## src/rtl/tipi_rpi_shift_out_if.sv

```systemverilog
// Bundles the RPi read-back pins with the TD/TC latch outputs.
//   rpi_sclk      RPi shift clock (asynchronous to the board clock)
//   rpi_regsel    RPi register select
//   rpi_sle       RPi load strobe; its rising edge starts a transfer
//   ti_td/ti_tc   TD/TC latch contents, bit 0 is the MSB
//   rpi_sdata_out serial data to the RPi, MSB first
//   busy          high while a snapshot is being shifted out
// master: the side driving the RPi strobes and latches; slave: the shifter.
interface tipi_rpi_shift_out_if;
   logic       rpi_sclk;
   logic [1:0] rpi_regsel;
   logic       rpi_sle;
   logic [0:7] ti_td;
   logic [0:7] ti_tc;
   logic       rpi_sdata_out;
   logic       busy;

   modport master (
      output rpi_sclk, rpi_regsel, rpi_sle, ti_td, ti_tc,
      input  rpi_sdata_out, busy
   );

   modport slave (
      input  rpi_sclk, rpi_regsel, rpi_sle, ti_td, ti_tc,
      output rpi_sdata_out, busy
   );
endinterface

```

## src/rtl/tipi_rpi_shift_out.sv

```systemverilog
// RPi read-back of the TI-written TD/TC registers. On a rising rpi_sle the
// selected latch is snapshotted and shifted out MSB first, one bit per rising
// rpi_sclk. All RPi strobes are synchronized into clk; nothing runs on
// rpi_sclk itself.
// Ports:
//   clk    board clock (50MHz), rising edge
//   rst_n  asynchronous reset, active low
//   bus    tipi_rpi_shift_out_if.slave (strobes, latches, serial out, busy)
module tipi_rpi_shift_out #(
   parameter int         SYNC_STAGES = 2,
   parameter logic [1:0] TD_SEL      = 2'b10,
   parameter logic [1:0] TC_SEL      = 2'b11
) (
   input  logic                 clk,
   input  logic                 rst_n,
   tipi_rpi_shift_out_if.slave  bus
);

   typedef enum logic [1:0] {IDLE, SETTLE, SHIFT, DONE} state_t;

   state_t                        state, state_nx;
   logic [SYNC_STAGES-1:0]        sclk_sync, sle_sync;
   logic [SYNC_STAGES-1:0][1:0]   regsel_sync;
   logic                          sclk_d, sle_d;
   logic                          sclk_pulse, sle_pulse;
   logic                          sel_td, sel_tc, sel_ok;
   logic [0:7]                    src, src_q, src_qq;
   logic [0:7]                    shreg;
   logic [3:0]                    cnt;
   logic                          stable;

   // Synchronizers plus one history flop for edge detection on sclk/sle.
   always_ff @(posedge clk or negedge rst_n) begin
      if (!rst_n) begin
         sclk_sync   <= '0;
         sle_sync    <= '0;
         regsel_sync <= '0;
         sclk_d      <= 1'b0;
         sle_d       <= 1'b0;
      end else begin
         sclk_sync   <= {sclk_sync[SYNC_STAGES-2:0], bus.rpi_sclk};
         sle_sync    <= {sle_sync[SYNC_STAGES-2:0], bus.rpi_sle};
         regsel_sync <= {regsel_sync[SYNC_STAGES-2:0], bus.rpi_regsel};
         sclk_d      <= sclk_sync[SYNC_STAGES-1];
         sle_d       <= sle_sync[SYNC_STAGES-1];
      end
   end

   assign sclk_pulse = sclk_sync[SYNC_STAGES-1] & ~sclk_d;
   assign sle_pulse  = sle_sync[SYNC_STAGES-1] & ~sle_d;
   assign sel_td     = (regsel_sync[SYNC_STAGES-1] == TD_SEL);
   assign sel_tc     = (regsel_sync[SYNC_STAGES-1] == TC_SEL);
   assign sel_ok     = sel_td | sel_tc;
   assign src        = sel_td ? bus.ti_td : bus.ti_tc;

   // Two-deep history of the selected latch; a snapshot is only taken once
   // two consecutive samples agree, so a TI write in flight is never split.
   always_ff @(posedge clk or negedge rst_n) begin
      if (!rst_n) begin
         src_q  <= '0;
         src_qq <= '0;
      end else begin
         src_q  <= src;
         src_qq <= src_q;
      end
   end

   assign stable = (src_q == src_qq);

   // State register
   always_ff @(posedge clk or negedge rst_n) begin
      if (!rst_n) state <= IDLE;
      else        state <= state_nx;
   end

   // Next-state logic; in SHIFT a load strobe outranks a shift pulse.
   always_comb begin
      state_nx = state;
      case (state)
         IDLE, DONE: if (sle_pulse && sel_ok) state_nx = SETTLE;
         SETTLE:     if (stable) state_nx = SHIFT;
         SHIFT: begin
            if (sle_pulse)                       state_nx = SETTLE;
            else if (sclk_pulse && cnt == 4'd7)  state_nx = DONE;
         end
         default:    state_nx = IDLE;
      endcase
   end

   // Shift register and bit counter
   always_ff @(posedge clk or negedge rst_n) begin
      if (!rst_n) begin
         shreg <= '0;
         cnt   <= '0;
      end else if (state == SETTLE && stable) begin
         shreg <= src_q;
         cnt   <= '0;
      end else if (state == SHIFT) begin
         if (sle_pulse) begin
            cnt <= '0;
         end else if (sclk_pulse) begin
            shreg <= {shreg[1:7], 1'b0};
            cnt   <= cnt + 4'd1;
         end
      end
   end

   // Outputs
   always_comb begin
      bus.rpi_sdata_out = 1'b0;
      bus.busy          = 1'b0;
      if (state == SHIFT) begin
         bus.rpi_sdata_out = shreg[0];
         bus.busy          = 1'b1;
      end
   end

endmodule

```

## src/flat_wrapper.sv

```systemverilog
// flat-port wrapper written by rule: the top's interface ports become plain ports
module tipi_rpi_shift_out_flat 
#(
   parameter int         SYNC_STAGES = 2,
   parameter logic [1:0] TD_SEL      = 2'b10,
   parameter logic [1:0] TC_SEL      = 2'b11
)
  (clk, rst_n, bus_rpi_sclk, bus_rpi_regsel, bus_rpi_sle, bus_ti_td, bus_ti_tc, bus_rpi_sdata_out, bus_busy);
  tipi_rpi_shift_out_if bus_i ();
  input  logic clk;
  input  logic rst_n;
  input wire logic [$bits(bus_i.rpi_sclk)-1:0] bus_rpi_sclk;
  input wire logic [$bits(bus_i.rpi_regsel)-1:0] bus_rpi_regsel;
  input wire logic [$bits(bus_i.rpi_sle)-1:0] bus_rpi_sle;
  input wire logic [$bits(bus_i.ti_td)-1:0] bus_ti_td;
  input wire logic [$bits(bus_i.ti_tc)-1:0] bus_ti_tc;
  output wire logic [$bits(bus_i.rpi_sdata_out)-1:0] bus_rpi_sdata_out;
  output wire logic [$bits(bus_i.busy)-1:0] bus_busy;
  assign bus_i.rpi_sclk = bus_rpi_sclk;
  assign bus_i.rpi_regsel = bus_rpi_regsel;
  assign bus_i.rpi_sle = bus_rpi_sle;
  assign bus_i.ti_td = bus_ti_td;
  assign bus_i.ti_tc = bus_ti_tc;
  assign bus_rpi_sdata_out = bus_i.rpi_sdata_out;
  assign bus_busy = bus_i.busy;
  tipi_rpi_shift_out #(.SYNC_STAGES(SYNC_STAGES), .TD_SEL(TD_SEL), .TC_SEL(TC_SEL)) u_core (.clk(clk), .rst_n(rst_n), .bus(bus_i));
endmodule
```

## config.mk

```make
export PLATFORM = sky130hd
export DESIGN_NAME = tipi_rpi_shift_out_flat
export DESIGN_NICKNAME = d
export VERILOG_FILES = /design/src/rtl/tipi_rpi_shift_out_if.sv /design/src/rtl/tipi_rpi_shift_out.sv /design/src/flat_wrapper.sv
export SDC_FILE = /design/constraint.sdc
export NUM_CORES = 1
export LEC_CHECK = 0
export ABC_AREA = 1
export CORE_MARGIN = 2
export CORE_UTILIZATION = 28
export DETAILED_ROUTE_END_ITERATION = 6
export PLACE_DENSITY = 0.58
export RECOVER_POWER = 100
export SYNTH_ARGS = -nofsm -noshare
export SYNTH_HDL_FRONTEND = slang
export SYNTH_SLANG_ARGS = --single-unit
```

## constraint.sdc

```tcl
create_clock -name clk -period 1.55 [get_ports clk]
set_clock_uncertainty 0.1 [all_clocks]
set_input_delay 0.3875 -clock clk [delete_from_list [all_inputs] [get_ports clk]]
set_output_delay 0.3875 -clock clk [all_outputs]
set_load 0.02 [all_outputs]
```

* Word level (Yosys, flattened, before mapping)
Cells that the tools add are included.
** Operators by class
- Eq/ne operators :: 11
- Reduce and logical (&&, ||, !) cells :: 11
- Bitwise logic cells :: 5
- $add $sub $neg :: 1
- Muxes and demuxes :: 16
** Operator list (number)
- $mux W8 :: 5
- $mux W4 :: 4
- $eq A2 B2 Y1 const B :: 4
- $eq A8 B8 Y1 :: 1
- $mux W2 :: 4
- $pmux W2 S3 :: 1
- $reduce_and A3 Y1 :: 2
- $add A4 B1 Y4 const B :: 1
- $eq A4 B3 Y1 const B :: 1
- $ne A2 B1 Y1 const B :: 2
- $reduce_bool A2 Y1 :: 2
- $logic_and A1 B1 Y1 :: 3
- $ne A3 B1 Y1 const B :: 1
- $reduce_bool A3 Y1 :: 1
- $and A1 B1 Y1 :: 2
- $eq A2 B1 Y1 const B :: 1
- $logic_not A2 Y1 :: 1
- $mux W1 :: 2
- $ne A2 B2 Y1 const B :: 1
- $not A1 Y1 :: 2
- $reduce_and A2 Y1 :: 1
- $reduce_or A2 Y1 :: 1
- $or A1 B1 Y1 :: 1
** Word-level totals
- Register bits after elaboration :: 40
- Output and inout bits :: 2

* Depth between registers and ports, before layout
- Depth after elaboration :: 6
- Gate-level depth with buffers :: 11

* Least setup slack after synthesis
OpenSTA, ideal clock, no wires.
- Path kind :: reg2reg
- From :: register u_core.state[0]
- To :: register u_core.shreg[4] (netlist bit)
- Period minus slack after synthesis :: 1.577 ns
- Arrival :: 1.408 ns
- Cell stages (with the launch flop) :: 10
- Setup slack :: -0.027 ns
- Cell sequence :: dfrtp_1 > inv_1 > ha_1 > nand2_2 > nor2_4 > inv_2 > buf_4 > nor2_1 > nand2_1 > nand3_1
** On the way
- Longest elaborated chain between the ends :: 4
- Elaborated cells on any way between the ends :: 8
** Ends and longest elaborated chain
- from (decl) :: RTL line tipi_rpi_shift_out.sv:21 : state_t state, state_nx;
- from (signal assigned) :: RTL line tipi_rpi_shift_out.sv:73 : else state <= state_nx;
- $eq A2 B1 Y1 :: RTL line tipi_rpi_shift_out.sv:95 : end else if (state == SETTLE && stable) begin
- $logic_and A1 B1 Y1 :: RTL line tipi_rpi_shift_out.sv:95
- $ne A2 B2 Y1 (no source line) / $reduce_bool A2 Y1 (equally long branches)
- $reduce_and A3 Y1 (no source line)
- to (signal assigned) :: RTL line tipi_rpi_shift_out.sv:96 : shreg <= src_q;
- to (signal assigned) :: RTL line tipi_rpi_shift_out.sv:102 : shreg <= {shreg[1:7], 1'b0};
- to (decl) :: RTL line tipi_rpi_shift_out.sv:28 : logic [0:7] shreg;
Parallel ways exist; a longest one is shown, timed or not.
A chain may end at the register's enable or synchronous reset.

* Worst setup path after layout
- From :: register u_core.state[0]
- To :: output bus_rpi_sdata_out
** On the way
- Longest elaborated chain between the ends :: 2
** Ends and longest elaborated chain
- $eq A2 B2 Y1 :: RTL line tipi_rpi_shift_out.sv:112 : if (state == SHIFT) begin
- $mux W1 :: RTL line tipi_rpi_shift_out.sv:112
- to (decl) :: RTL line flat_wrapper.sv:17 : output wire logic [$bits(bus_i.rpi_sdata_out)-1:0] bus_rpi_sdata_out;
No other way between the ends.

==> summary.txt <==
Detailed routing
  – Detailed Routing Iterations Pass 1: 4
  – DRC violations left: 0
  – DRT iter0 DRCs: 43
  – Detail Route Antenna Nets: 0
  – DR vias: about 1400
  – WL per Instance: 10.1 µm
  – Vias per inst: about 4.3
  – Final WL: roughly 3200 µm

Layout
  – Storage cell area: between 0.001 and 0.0015 mm²
  – Antenna fix cells: 0
  – Multi-input logic area: 798 µm²
  – Layout area overhead: 35.0%
  – Fillers: ~650
  – Final std cells w/o fill: about 320
  – Final-stage net count: 270
  – Share of cells above drive strength 1: 26.9%
  – Commonest cells after routing, fill and taps aside: nand2_1, dfrtp_1, inv_1
  – Layout Utilization: slightly below 40%

Flow run
  – Max cap viols: 0

Run status
  – Failing checks: setup timing
  – Outcome: finished, violations left

Critical path
  – CP Class: flip-flop to output port
  – Crit. End Element: output port
  – Flop-to-flop setup slack: 50 ps
  – Top delay family on crit path: flip-flops
  – Worst r2r src: u_core.regsel_sync[3]$_DFF_PN0_
  – Critical-path cell list: inv_1 -> ha_2 -> nand2_1 -> inv_1 -> buf_6
  – Largest stage delay, worst path: roughly 380 ps
  – Max FO, Critical Path: 3
  – Crit start category: flip-flop
  – Worst Reg2Reg Path Length in Cells: 3
  – Critical path required time: between 1000 and 1500 ps
  – RR Endpoint: u_core.src_q[4]$_DFF_PN0_
  – Critical path's slowest cell: dfrtp_1
  – Crit path DAT: about 1100 ps
  – Crit path buffers/inverters: 3
  – CP dominant cell by count: inv_1

Global routing
  – Initial antenna violation count: 0
  – First-pass GRT wire length: around 5400 µm
  – Grt total ovfl: 0
  – Total track usage: a little under a tenth
  – Pin count of the biggest net entering global routing: 41
  – Number of global-route vias before repair: 1231

Timing
  – Crit path time final: about 1600 ps
  – Worst Tran Pin Value: roughly 570 ps
  – Slew Viols, Final: 0
  – Fmax: 0.615 GHz
  – Slew headroom: between 60 and 70%
  – Final setup fails: 2
  – Fin. Hold Viols: 0
  – RSZ-0062 raised after global routing: true
  – Final WS setup: -77.0 ps
  – Fin crit share: 105%

Yosys
  – Register area share after synthesis: a little over half
  – Cell count after synthesis: 202
  – Cell taking the most area after synthesis: dfrtp_1
  – Post-synth top area share: 53.9%
  – Post-synth cell types: 22
  – Ys async rst share: 100%
  – Post-synthesis register bit count: 40
  – Synth area leaders: dfrtp_1, nand2_1, nand3_1
  – Synthesized area: 0.00186 mm²
  – Syn. warnings: 0
  – Avg Synthesized Cell Area: a little over 9 µm²
  – Post-Syn Nets: between 200 and 250
  – Main synth FF type: dfrtp_1
  – Number of synthesized flops with an enable pin: 0

CTS
  – Clk root buf: clkbuf_8
  – Worst-Skew Late Latency: between 200 and 300 ps
  – Clk buf depth: 2
  – CTS Buf Count: 5
  – Worst-path clk slew: 70 ps
  – Clk sinks: 40
  – TritonCTS clock tree: built
  – H-tree depth: 2

Pwr
  – Peak VDD IR: roughly 0.54 mV
  – Pleak: 1.18 nW
  – Power Dens Cells: 1100 mW/mm²

Floorplanning
  – Die area: about 0.0073 mm²
  – Die H: roughly 85 µm
  – Row count: 29
  – Core Region: around 0.0064 mm²
  – Die Width: approximately 85 µm
  – Starting density of the core: 29.1%
  – Boundary Pins: 24

Place
  – IO Port Bufs: 23
  – Post-DP HPWL: ~2200 µm
  – GP Congestion: between 0.7 and 0.8
  – DP Cell Count: roughly 300

Worst hold path
  – Min-delay worst type: flip-flop to flip-flop
  – Hold path cells: 0
  – Worst hold endpoint: u_core.regsel_sync[3]$_DFF_PN0_
  – Min-delay src: u_core.regsel_sync[1]$_DFF_PN0_
-- synthesized netlist by cell type, types with 2 or more instances --
master    instances
nor2_4            2
buf_6             2
buf_2             2
or2_2             2
nand3_1          31
a21oi_1           5
xor2_1            4
nand3b_1          2
inv_1            30
nand2_1          45
xnor2_1           4
nor2_2            2
dfrtp_1          40
ha_1              4
mux2_2            8
nor2_1           13
-- worst max path at each step --
stage | start | end | depth (start not counted)
2_1_floorplan | u_core.state[0]$_DFFE_PN0P_ | u_core.shreg[4]$_DFFE_PN0P_ | 9
3_3_place_gp | u_core.state[0]$_DFFE_PN0P_ | bus_rpi_sdata_out | 5
3_5_place_dp | u_core.state[0]$_DFFE_PN0P_ | bus_rpi_sdata_out | 5
4_1_cts | u_core.state[0]$_DFFE_PN0P_ | bus_rpi_sdata_out | 5
5_1_grt | u_core.state[0]$_DFFE_PN0P_ | bus_rpi_sdata_out | 5
6_report | u_core.state[0]$_DFFE_PN0P_ | bus_rpi_sdata_out | 5
-- report_power, final --
| group | total, mW | internal (mW) | switching [mW] |
|---|---|---|---|
| registers | 1.24 | 1.16 | 0.0820 |
| clock network | 0.830 | 0.478 | 0.352 |
| logic | 0.685 | 0.330 | 0.355 |
-- flip-flops by register name, indices dropped and copies added, names as in the netlist --
| name | flops |
|---|---|
| u_core.shreg | 8 |
| u_core.src_q | 8 |
| u_core.src_qq | 8 |
| u_core.cnt | 4 |
| u_core.regsel_sync | 4 |
| u_core.sclk_sync | 2 |
| u_core.sle_sync | 2 |
| u_core.state | 2 |
| u_core.sclk_d | 1 |
| u_core.sle_d | 1 |
-- through the flow --
stage	cell area (µm²)	power, mW	hold slack (ps)	setup TNS (ps)	setup WS [ps]
after floorplan	1860	1.63	-8.09	0	56.7
after global placement	2220	1.85	231	-376	-220
after detailed placement	2220	1.87	236	-427	-249
after CTS	2350	2.72	255	-143	-99.2
after global routing	2510	2.93	261	-891	-133
final	2510	2.76	253	-100	-77.0
-- what timing repair did --
item                                   4_1_cts  5_1_grt
cloned                                       0        2
setup endpoints to repair                    2       16
gates resized for setup                     11       33
setup buffers                                1        4
pin swaps                                    0       14
endpoints found under the hold margin       40        0
hold buffers                                 1        0
-- cell families (layout without fill, tap and decap cells) --
group | Yosys count | in the layout | synth area share, %
DFF | 40 | 40 | 53.9
AOI/OAI and AO/OA | 6 | 6 | 1.82
buffers and inverters | 37 | 80 | 8.63
adders and majority gates | 4 | 4 | 2.70
xor gates and xnor gates | 8 | 8 | 3.77
and+or+nand+nor | 99 | 99 | 24.3
muxes | 8 | 8 | 4.85
-- layer usage --
metal / track usage (%) / up-vias / wire (µm)
met1: 11.9 / 641 / 1510
met5: 0 / - / 0
met2: 14.7 / 21 / 1560
li1: - / 706 / -
met4: 4.76 / 0 / 64
met3: 2.04 / 5 / 109
-- cell type report --
| cell class | count | area share (%) |
|---|---|---|
| clock buffer | 6 | 2.89 |
| clock inverter | 2 | 1.40 |
| inverter | 32 | 4.89 |
| multi-input combinational | 125 | 31.8 |
| sequential | 40 | 40.0 |
| tap | 77 | 3.84 |
| timing repair buffer | 40 | 15.2 |
No activity file was read; power rests on OpenSTA's default activity.
